===== src/rtl/ntm_write_heads_engine_if.sv =====
// Control, vector-load, memory-stream and result signals of the NTM write-head engine.
// The engine connects through the slave modport; the controller and memory side use master.
interface ntm_write_heads_engine_if #(parameter int DATA_SIZE = 16);
  logic                        START;
  logic                        READY;
  logic                        MODE;
  logic        [DATA_SIZE-1:0] SIZE_N_IN;
  logic        [DATA_SIZE-1:0] SIZE_W_IN;
  logic                        E_IN_ENABLE;
  logic signed [DATA_SIZE-1:0] E_IN;
  logic                        A_IN_ENABLE;
  logic signed [DATA_SIZE-1:0] A_IN;
  logic                        W_IN_ENABLE;
  logic signed [DATA_SIZE-1:0] W_IN;
  logic                        M_IN_ENABLE;
  logic signed [DATA_SIZE-1:0] M_IN;
  logic                        M_OUT_ENABLE;
  logic signed [DATA_SIZE-1:0] M_OUT;
  logic                        M_OUT_K_ENABLE;
  logic                        M_OUT_J_ENABLE;
  logic                        ERROR;

  modport master (
    output START, MODE, SIZE_N_IN, SIZE_W_IN, E_IN_ENABLE, E_IN, A_IN_ENABLE, A_IN,
           W_IN_ENABLE, W_IN, M_IN_ENABLE, M_IN,
    input  READY, M_OUT_ENABLE, M_OUT, M_OUT_K_ENABLE, M_OUT_J_ENABLE, ERROR
  );

  modport slave (
    input  START, MODE, SIZE_N_IN, SIZE_W_IN, E_IN_ENABLE, E_IN, A_IN_ENABLE, A_IN,
           W_IN_ENABLE, W_IN, M_IN_ENABLE, M_IN,
    output READY, M_OUT_ENABLE, M_OUT, M_OUT_K_ENABLE, M_OUT_J_ENABLE, ERROR
  );
endinterface


===== src/rtl/ntm_write_heads_engine.sv =====
// NTM write head: M' = M*(1 - w*e) + w*a, streamed row by row; output 2 cycles after the accepting edge.
// No backpressure: every accepted M_IN element yields exactly one M_OUT element, in order.
module ntm_write_heads_engine #(
  parameter int DATA_SIZE = 16,
  parameter int FRAC_SIZE = 8,
  parameter int MAX_W     = 16,
  parameter int MAX_N     = 64
) (
  input logic CLK,
  input logic RST,
  ntm_write_heads_engine_if.slave bus
);
  localparam int DW = DATA_SIZE;
  localparam int KW = $clog2(MAX_W);

  localparam logic [2:0] IDLE   = 3'd0;
  localparam logic [2:0] LOAD_E = 3'd1;
  localparam logic [2:0] LOAD_A = 3'd2;
  localparam logic [2:0] WAIT_W = 3'd3;
  localparam logic [2:0] ROW    = 3'd4;
  localparam logic [2:0] DRAIN  = 3'd5;

  function automatic logic signed [DW-1:0] sat_prod(input logic signed [2*DW-1:0] p);
    logic signed [2*DW-1:0] s;
    s = p >>> FRAC_SIZE;
    if (s[2*DW-1:DW-1] == {(DW+1){s[2*DW-1]}}) return s[DW-1:0];
    return s[2*DW-1] ? {1'b1, {(DW-1){1'b0}}} : {1'b0, {(DW-1){1'b1}}};
  endfunction

  function automatic logic signed [DW-1:0] sat_sum(input logic signed [DW+1:0] s);
    if (s[DW+1:DW-1] == {3{s[DW+1]}}) return s[DW-1:0];
    return s[DW+1] ? {1'b1, {(DW-1){1'b0}}} : {1'b0, {(DW-1){1'b1}}};
  endfunction

  logic [2:0]           state_q, state_d;
  logic                 mode_q, mode_d;
  logic [DW-1:0]        n_q, n_d, w_q, w_d, j_q, j_d, k_q, k_d;
  logic signed [DW-1:0] wreg_q, wreg_d;
  logic                 err_q, err_d;
  logic                 e_we, a_we, take_m, last_k, last_j, bad_size;

  logic signed [DW-1:0] e_buf [MAX_W];
  logic signed [DW-1:0] a_buf [MAX_W];

  // c0: element captured at the accepting edge; s1: products; out: result registers
  logic                 c0_vld_q, c0_k_q, c0_j_q;
  logic signed [DW-1:0] c0_m_q, c0_w_q, c0_e_q, c0_a_q;
  logic                 s1_vld_q, s1_k_q, s1_j_q;
  logic signed [DW-1:0] s1_m_q, s1_we_q, s1_wa_q;
  logic                 out_vld_q, out_k_q, out_j_q;
  logic signed [DW-1:0] out_m_q;

  logic signed [2*DW-1:0] p_we, p_wa, p_mw;
  logic signed [DW-1:0]   we_c, wa_c, mw_c;
  logic signed [DW+1:0]   sum_c;

  assign last_k   = (k_q == w_q - DW'(1));
  assign last_j   = (j_q == n_q - DW'(1));
  assign bad_size = (bus.SIZE_N_IN == '0) || (bus.SIZE_W_IN == '0) ||
                    (bus.SIZE_N_IN > DW'(MAX_N)) || (bus.SIZE_W_IN > DW'(MAX_W));

  always_comb begin
    state_d = state_q;
    mode_d  = mode_q;
    n_d     = n_q;
    w_d     = w_q;
    j_d     = j_q;
    k_d     = k_q;
    wreg_d  = wreg_q;
    err_d   = err_q;
    e_we    = 1'b0;
    a_we    = 1'b0;
    take_m  = 1'b0;
    case (state_q)
      IDLE: if (bus.START) begin
        mode_d = bus.MODE;
        n_d    = bus.SIZE_N_IN;
        w_d    = bus.SIZE_W_IN;
        j_d    = '0;
        k_d    = '0;
        err_d  = bad_size;
        if (!bad_size) state_d = bus.MODE ? LOAD_E : LOAD_A;
      end
      LOAD_E: if (bus.E_IN_ENABLE) begin
        e_we = 1'b1;
        k_d  = last_k ? '0 : k_q + DW'(1);
        if (last_k) state_d = LOAD_A;
      end
      LOAD_A: if (bus.A_IN_ENABLE) begin
        a_we = 1'b1;
        k_d  = last_k ? '0 : k_q + DW'(1);
        if (last_k) begin
          j_d     = '0;
          state_d = WAIT_W;
        end
      end
      WAIT_W: if (bus.W_IN_ENABLE) begin
        wreg_d  = bus.W_IN;
        k_d     = '0;
        state_d = ROW;
      end
      ROW: if (bus.M_IN_ENABLE) begin
        take_m = 1'b1;
        k_d    = last_k ? '0 : k_q + DW'(1);
        if (last_k) begin
          if (last_j) begin
            state_d = DRAIN;
          end else begin
            j_d     = j_q + DW'(1);
            state_d = WAIT_W;
          end
        end
      end
      DRAIN: if (!c0_vld_q && !s1_vld_q) state_d = IDLE;
      default: state_d = IDLE;
    endcase
  end

  always_ff @(posedge CLK) begin
    if (e_we) e_buf[k_q[KW-1:0]] <= bus.E_IN;
    if (a_we) a_buf[k_q[KW-1:0]] <= bus.A_IN;
  end

  always_comb begin
    p_we  = (2*DW)'(c0_w_q) * (2*DW)'(c0_e_q);
    p_wa  = (2*DW)'(c0_w_q) * (2*DW)'(c0_a_q);
    we_c  = sat_prod(p_we);
    wa_c  = sat_prod(p_wa);
    p_mw  = (2*DW)'(s1_m_q) * (2*DW)'(s1_we_q);
    mw_c  = sat_prod(p_mw);
    // widened sum: M - M*we + wa can exceed the word range by up to two bits
    sum_c = (DW+2)'(s1_m_q) - (DW+2)'(mw_c) + (DW+2)'(s1_wa_q);
  end

  always_ff @(posedge CLK) begin
    if (!RST) begin
      state_q   <= IDLE;
      mode_q    <= 1'b0;
      n_q       <= '0;
      w_q       <= '0;
      j_q       <= '0;
      k_q       <= '0;
      wreg_q    <= '0;
      err_q     <= 1'b0;
      c0_vld_q  <= 1'b0;
      c0_k_q    <= 1'b0;
      c0_j_q    <= 1'b0;
      c0_m_q    <= '0;
      c0_w_q    <= '0;
      c0_e_q    <= '0;
      c0_a_q    <= '0;
      s1_vld_q  <= 1'b0;
      s1_k_q    <= 1'b0;
      s1_j_q    <= 1'b0;
      s1_m_q    <= '0;
      s1_we_q   <= '0;
      s1_wa_q   <= '0;
      out_vld_q <= 1'b0;
      out_k_q   <= 1'b0;
      out_j_q   <= 1'b0;
      out_m_q   <= '0;
    end else begin
      state_q   <= state_d;
      mode_q    <= mode_d;
      n_q       <= n_d;
      w_q       <= w_d;
      j_q       <= j_d;
      k_q       <= k_d;
      wreg_q    <= wreg_d;
      err_q     <= err_d;
      c0_vld_q  <= take_m;
      if (take_m) begin
        c0_m_q <= bus.M_IN;
        c0_w_q <= wreg_q;
        c0_e_q <= mode_q ? e_buf[k_q[KW-1:0]] : '0;
        c0_a_q <= a_buf[k_q[KW-1:0]];
        c0_k_q <= last_k;
        c0_j_q <= last_k && last_j;
      end
      s1_vld_q  <= c0_vld_q;
      s1_m_q    <= c0_m_q;
      s1_we_q   <= we_c;
      s1_wa_q   <= wa_c;
      s1_k_q    <= c0_k_q;
      s1_j_q    <= c0_j_q;
      out_vld_q <= s1_vld_q;
      out_k_q   <= s1_vld_q && s1_k_q;
      out_j_q   <= s1_vld_q && s1_j_q;
      out_m_q   <= s1_vld_q ? sat_sum(sum_c) : '0;
    end
  end

  assign bus.READY          = (state_q == IDLE);
  assign bus.ERROR          = err_q;
  assign bus.M_OUT_ENABLE   = out_vld_q;
  assign bus.M_OUT          = out_m_q;
  assign bus.M_OUT_K_ENABLE = out_k_q;
  assign bus.M_OUT_J_ENABLE = out_j_q;
endmodule


===== src/flat_wrapper.sv =====
// flat-port wrapper written by rule: the top's interface ports become plain ports
module ntm_write_heads_engine_flat 
#(
  parameter int DATA_SIZE = 16,
  parameter int FRAC_SIZE = 8,
  parameter int MAX_W     = 16,
  parameter int MAX_N     = 64
)
  (CLK, RST, bus_START, bus_MODE, bus_SIZE_N_IN, bus_SIZE_W_IN, bus_E_IN_ENABLE, bus_E_IN, bus_A_IN_ENABLE, bus_A_IN, bus_W_IN_ENABLE, bus_W_IN, bus_M_IN_ENABLE, bus_M_IN, bus_READY, bus_M_OUT_ENABLE, bus_M_OUT, bus_M_OUT_K_ENABLE, bus_M_OUT_J_ENABLE, bus_ERROR);
  ntm_write_heads_engine_if #(.DATA_SIZE(DATA_SIZE)) bus_i ();
  input logic CLK;
  input logic RST;
  input wire logic [$bits(bus_i.START)-1:0] bus_START;
  input wire logic [$bits(bus_i.MODE)-1:0] bus_MODE;
  input wire logic [$bits(bus_i.SIZE_N_IN)-1:0] bus_SIZE_N_IN;
  input wire logic [$bits(bus_i.SIZE_W_IN)-1:0] bus_SIZE_W_IN;
  input wire logic [$bits(bus_i.E_IN_ENABLE)-1:0] bus_E_IN_ENABLE;
  input wire logic [$bits(bus_i.E_IN)-1:0] bus_E_IN;
  input wire logic [$bits(bus_i.A_IN_ENABLE)-1:0] bus_A_IN_ENABLE;
  input wire logic [$bits(bus_i.A_IN)-1:0] bus_A_IN;
  input wire logic [$bits(bus_i.W_IN_ENABLE)-1:0] bus_W_IN_ENABLE;
  input wire logic [$bits(bus_i.W_IN)-1:0] bus_W_IN;
  input wire logic [$bits(bus_i.M_IN_ENABLE)-1:0] bus_M_IN_ENABLE;
  input wire logic [$bits(bus_i.M_IN)-1:0] bus_M_IN;
  output wire logic [$bits(bus_i.READY)-1:0] bus_READY;
  output wire logic [$bits(bus_i.M_OUT_ENABLE)-1:0] bus_M_OUT_ENABLE;
  output wire logic [$bits(bus_i.M_OUT)-1:0] bus_M_OUT;
  output wire logic [$bits(bus_i.M_OUT_K_ENABLE)-1:0] bus_M_OUT_K_ENABLE;
  output wire logic [$bits(bus_i.M_OUT_J_ENABLE)-1:0] bus_M_OUT_J_ENABLE;
  output wire logic [$bits(bus_i.ERROR)-1:0] bus_ERROR;
  assign bus_i.START = bus_START;
  assign bus_i.MODE = bus_MODE;
  assign bus_i.SIZE_N_IN = bus_SIZE_N_IN;
  assign bus_i.SIZE_W_IN = bus_SIZE_W_IN;
  assign bus_i.E_IN_ENABLE = bus_E_IN_ENABLE;
  assign bus_i.E_IN = bus_E_IN;
  assign bus_i.A_IN_ENABLE = bus_A_IN_ENABLE;
  assign bus_i.A_IN = bus_A_IN;
  assign bus_i.W_IN_ENABLE = bus_W_IN_ENABLE;
  assign bus_i.W_IN = bus_W_IN;
  assign bus_i.M_IN_ENABLE = bus_M_IN_ENABLE;
  assign bus_i.M_IN = bus_M_IN;
  assign bus_READY = bus_i.READY;
  assign bus_M_OUT_ENABLE = bus_i.M_OUT_ENABLE;
  assign bus_M_OUT = bus_i.M_OUT;
  assign bus_M_OUT_K_ENABLE = bus_i.M_OUT_K_ENABLE;
  assign bus_M_OUT_J_ENABLE = bus_i.M_OUT_J_ENABLE;
  assign bus_ERROR = bus_i.ERROR;
  ntm_write_heads_engine #(.DATA_SIZE(DATA_SIZE), .FRAC_SIZE(FRAC_SIZE), .MAX_W(MAX_W), .MAX_N(MAX_N)) u_core (.CLK(CLK), .RST(RST), .bus(bus_i));
endmodule

===== config.mk =====
export PLATFORM = sky130hd
export DESIGN_NAME = ntm_write_heads_engine_flat
export DESIGN_NICKNAME = d
export VERILOG_FILES = /design/src/rtl/ntm_write_heads_engine_if.sv /design/src/rtl/ntm_write_heads_engine.sv /design/src/flat_wrapper.sv
export SDC_FILE = /design/constraint.sdc
export NUM_CORES = 2
export LEC_CHECK = 0
export CAP_MARGIN = 20
export CORE_MARGIN = 1
export CORE_UTILIZATION = 64
export DETAILED_ROUTE_END_ITERATION = 10
export PLACE_DENSITY = 0.79
export SYNTH_ARGS = -nofsm -noshare
export SYNTH_HDL_FRONTEND = slang
export SYNTH_SLANG_ARGS = --single-unit

===== constraint.sdc =====
create_clock -name CLK -period 13.1 [get_ports CLK]
set_clock_uncertainty 0.05 [all_clocks]
set_input_delay 3.275 -clock CLK [delete_from_list [all_inputs] [get_ports CLK]]
set_output_delay 3.275 -clock CLK [all_outputs]
set_load 0.03 [all_outputs]

==> results.py <==
metrics = {
    "layout": {
        "instances_no_fill": 6491,
        "nNetsFinal": 6415,
        "final_layout_size_suffix_gt1_share_pct": 6.776,
        "nFillCells": 6144,
        "syn_to_final_growth_pct": 8.165,
    },
    "power_and_ir_drop": {
        "p_comb_share_pct": 3.7,
        "leakagePower_nw": 25.26,
        "pwr_density_cell_nw_per_um2": 76.29,
        "switching_power_mw": 1.082,
        "pwr-share-clk_pct": 44.6,
        "p_seq_share_pct": 51.7,
        "switching_share_pct": 22.31,
        "p_int_mw": 3.768,
        "ir_drop_uv": 128.5,
    },
    "floorplan": {
        "die-area_um2": 93060,
        "rows": 110,
        "fp.coreArea_um2": 90420,
        "die_y_um": 305.1,
        "fp.dieW_um": 305.1,
        "ios": 125,
        "initial_core_util_pct": 65.00,
    },
    "grt": {
        "grt_pass1_wl_mm": 220.7,
        "antenna_found_initial": 4,
        "grt-ovfl-total": 0,
        "grt_usage_pct": 30.61,
        "grt_max_degree": 92,
        "grt_pass1_vias": 41032,
    },
    "worst_setup_path": {
        "path_class": "flip-flop to flip-flop",
        "cp.buffers_inverters": 3,
        "cpMostUsedCell": "fa_1",
        "crit_fanout": 16,
        "required_ns": 13.52,
        "slowest_delay_ns": 0.95,
        "cpMaxStageDelayCell": "fa_1",
        "cp-start-kind": "flip-flop",
        "cp_top_family": "adder cells",
        "cp.arrival_ns": 11.69,
        "cp-end-kind": "flip-flop",
    },
    "clocking": {
        "root_buffer": "clkbuf_16",
        "cts_buffer_depth": 3,
        "ctsResizeCount": 0,
        "tritoncts": "yes",
        "htreeDepth": 3,
        "post-cts-setup-buffers": 0,
        "path_clk_slew_ns": 0.07,
        "clock_sinks": 738,
        "clk_latency_ns": 0.69,
        "cts_buffers": 77,
        "hold_buffers": 0,
    },
    "sta": {
        "relSlewSlack_pct": 21.56,
        "hold_violations": 0,
        "fmax_mhz": 88.76,
        "tns_ns": 0,
        "setup_viol": 0,
        "rsz0062_at_grt": "no",
        "period_share_pct": 86.00,
        "drv_slew": 0,
        "fin_crit_ns": 11.27,
        "worst_pin_slew_ns": 1.177,
    },
    "synthesis": {
        "avgSynthCellArea_um2": 11.21,
        "synth_commonest_cells": "inv_1, fa_1, nand2_1",
        "yosysMostFrequentCell": "inv_1",
        "synth.largest_area_cell": "fa_1",
        "synth_top_area_share_pct": 27.21,
        "synth_edf_count": 512,
        "yosysSeqAreaShare_pct": 33.85,
        "synth_area_um2": 58780,
        "ys_types": 81,
        "synth_area_leaders": "fa_1, edfxtp_1, dfxtp_1",
        "synth-seq-cells": 738,
        "ys.warnings.count": 0,
        "syn_inst": 5245,
        "synth_nets": 6410,
        "synth_ff_type": "edfxtp_1",
        "synthArstFlopShare_pct": 0,
    },
    "job": {
        "max_cap_viol_count": 0,
    },
    "place": {
        "dp.cells": 6340,
        "gp_congestion": 0.9037,
        "io_buffer_count": 124,
        "dp_hpwl_mm": 97.90,
    },
    "detailed_routing": {
        "via_per_inst": 5.955,
        "wl_mm": 138.6,
        "ant_nets": 0,
        "num_vias": 38652,
        "drc": 0,
        "drt_iter0_drc": 3055,
        "detail_route.wl_per_cell_um": 21.35,
        "dr.pass1.iters": 5,
    },
    "worst_hold_path": {
        "hold_path.class": "flip-flop to flip-flop",
    },
    "outcome": {
        "status": "complete, no violations",
    },
}
## worst min-delay path: cells and delay by family, from the launching register on
family,cells,cell delay [ns]
flip-flops,1,0.31
AND/OR/NAND/NOR,1,0.05
AO/OA/AOI/OAI,1,0.05
## power groups by stage
stage               clock (mW)  combinational [mW]  sequential, mW
global route              2.27               0.189            2.51
floorplan                    0               0.103            2.55
global placement             0               0.166            2.56
detailed placement           0               0.171            2.56
finish                    2.16               0.177            2.51
CTS                       2.19               0.174            2.51
## cell families (layout without fill, tap and decap cells)
| group | Yosys count | in the layout | share of synthesized area [%] |
|---|---|---|---|
| other | 0 | 2 | 0 |
| buffers and inverters | 1154 | 1222 | 7.401 |
| AOI/OAI and AO/OA | 515 | 515 | 5.445 |
| and+or+nand+nor | 1438 | 1438 | 12.02 |
| DFF | 738 | 738 | 33.85 |
| xor gates and xnor gates | 167 | 167 | 2.488 |
| adders and majority gates | 1061 | 1061 | 32.79 |
| muxes | 172 | 172 | 5.998 |
## worst paths after layout
check / depth (start not counted) / slack (ns) / start / endpoint
setup reg to reg: 33 / 1.83 / u_core.s1_we_q[1] / u_core.bus.M_OUT[3]
hold reg to reg: 2 / 0.40 / u_core.wreg_q[5] / u_core.c0_w_q[5]
setup / recovery: 33 / 1.83 / u_core.s1_we_q[1] / u_core.bus.M_OUT[3]
hold / removal: 2 / 0.40 / u_core.wreg_q[5] / u_core.c0_w_q[5]
## routing by layer
layer  vias to the layer above  global-route usage [%]  wire [um]
met3                       334                   4.826      10620
met2                      1780                   52.03      69460
met4                         4                   12.13       5133
met5                         -                       0         27
li1                      16971                       -          -
met1                     19563                   39.55      53340
## final cells by class
type                    count  area, um^2  share of cell area (%)
flip-flops and latches    738       19910                   31.32
inverters                 903        3392                   5.335
diodes                      2       5.005                0.007872
repair buffers            177        1684                   2.649
multi-input cells        3353       34590                   54.41
clock buffers              99        2039                   3.208
clock inverters            43       481.7                  0.7577
well taps                1176        1471                   2.314
## cell usage in the layout, fill, tap and decap left out, drive strengths merged, types with 61 or more instances in the layout
cell	netlist	layout
xor2	61	61
nor2	136	136
ha	262	262
mux4	144	144
a21oi	197	197
clkbuf	230	100
o21ai	102	102
dfxtp	226	226
xnor2	106	106
fa	799	799
clkdlybuf4s50	0	123
inv	903	910
and2	360	360
nand2	658	658
edfxtp	512	512
## through the flow
| stage | hold WS [ns] | area [um^2] | setup slack [ns] | utilization, % | power, mW |
|---|---|---|---|---|---|
| 2_1_floorplan | 0.3773 | 58780 | 3.145 | - | 2.655 |
| 3_3_place_gp | 0.3841 | 60950 | 2.415 | 67.41 | 2.725 |
| 3_5_place_dp | 0.3925 | 60950 | 1.983 | 67.41 | 2.731 |
| 4_1_cts | 0.4026 | 63470 | 1.938 | 70.19 | 4.870 |
| 5_1_grt | 0.4245 | 63580 | 1.219 | 70.31 | 4.969 |
| 6_report | 0.4016 | 63580 | 1.833 | 70.31 | 4.850 |
(Power assumes the default switching activity.)
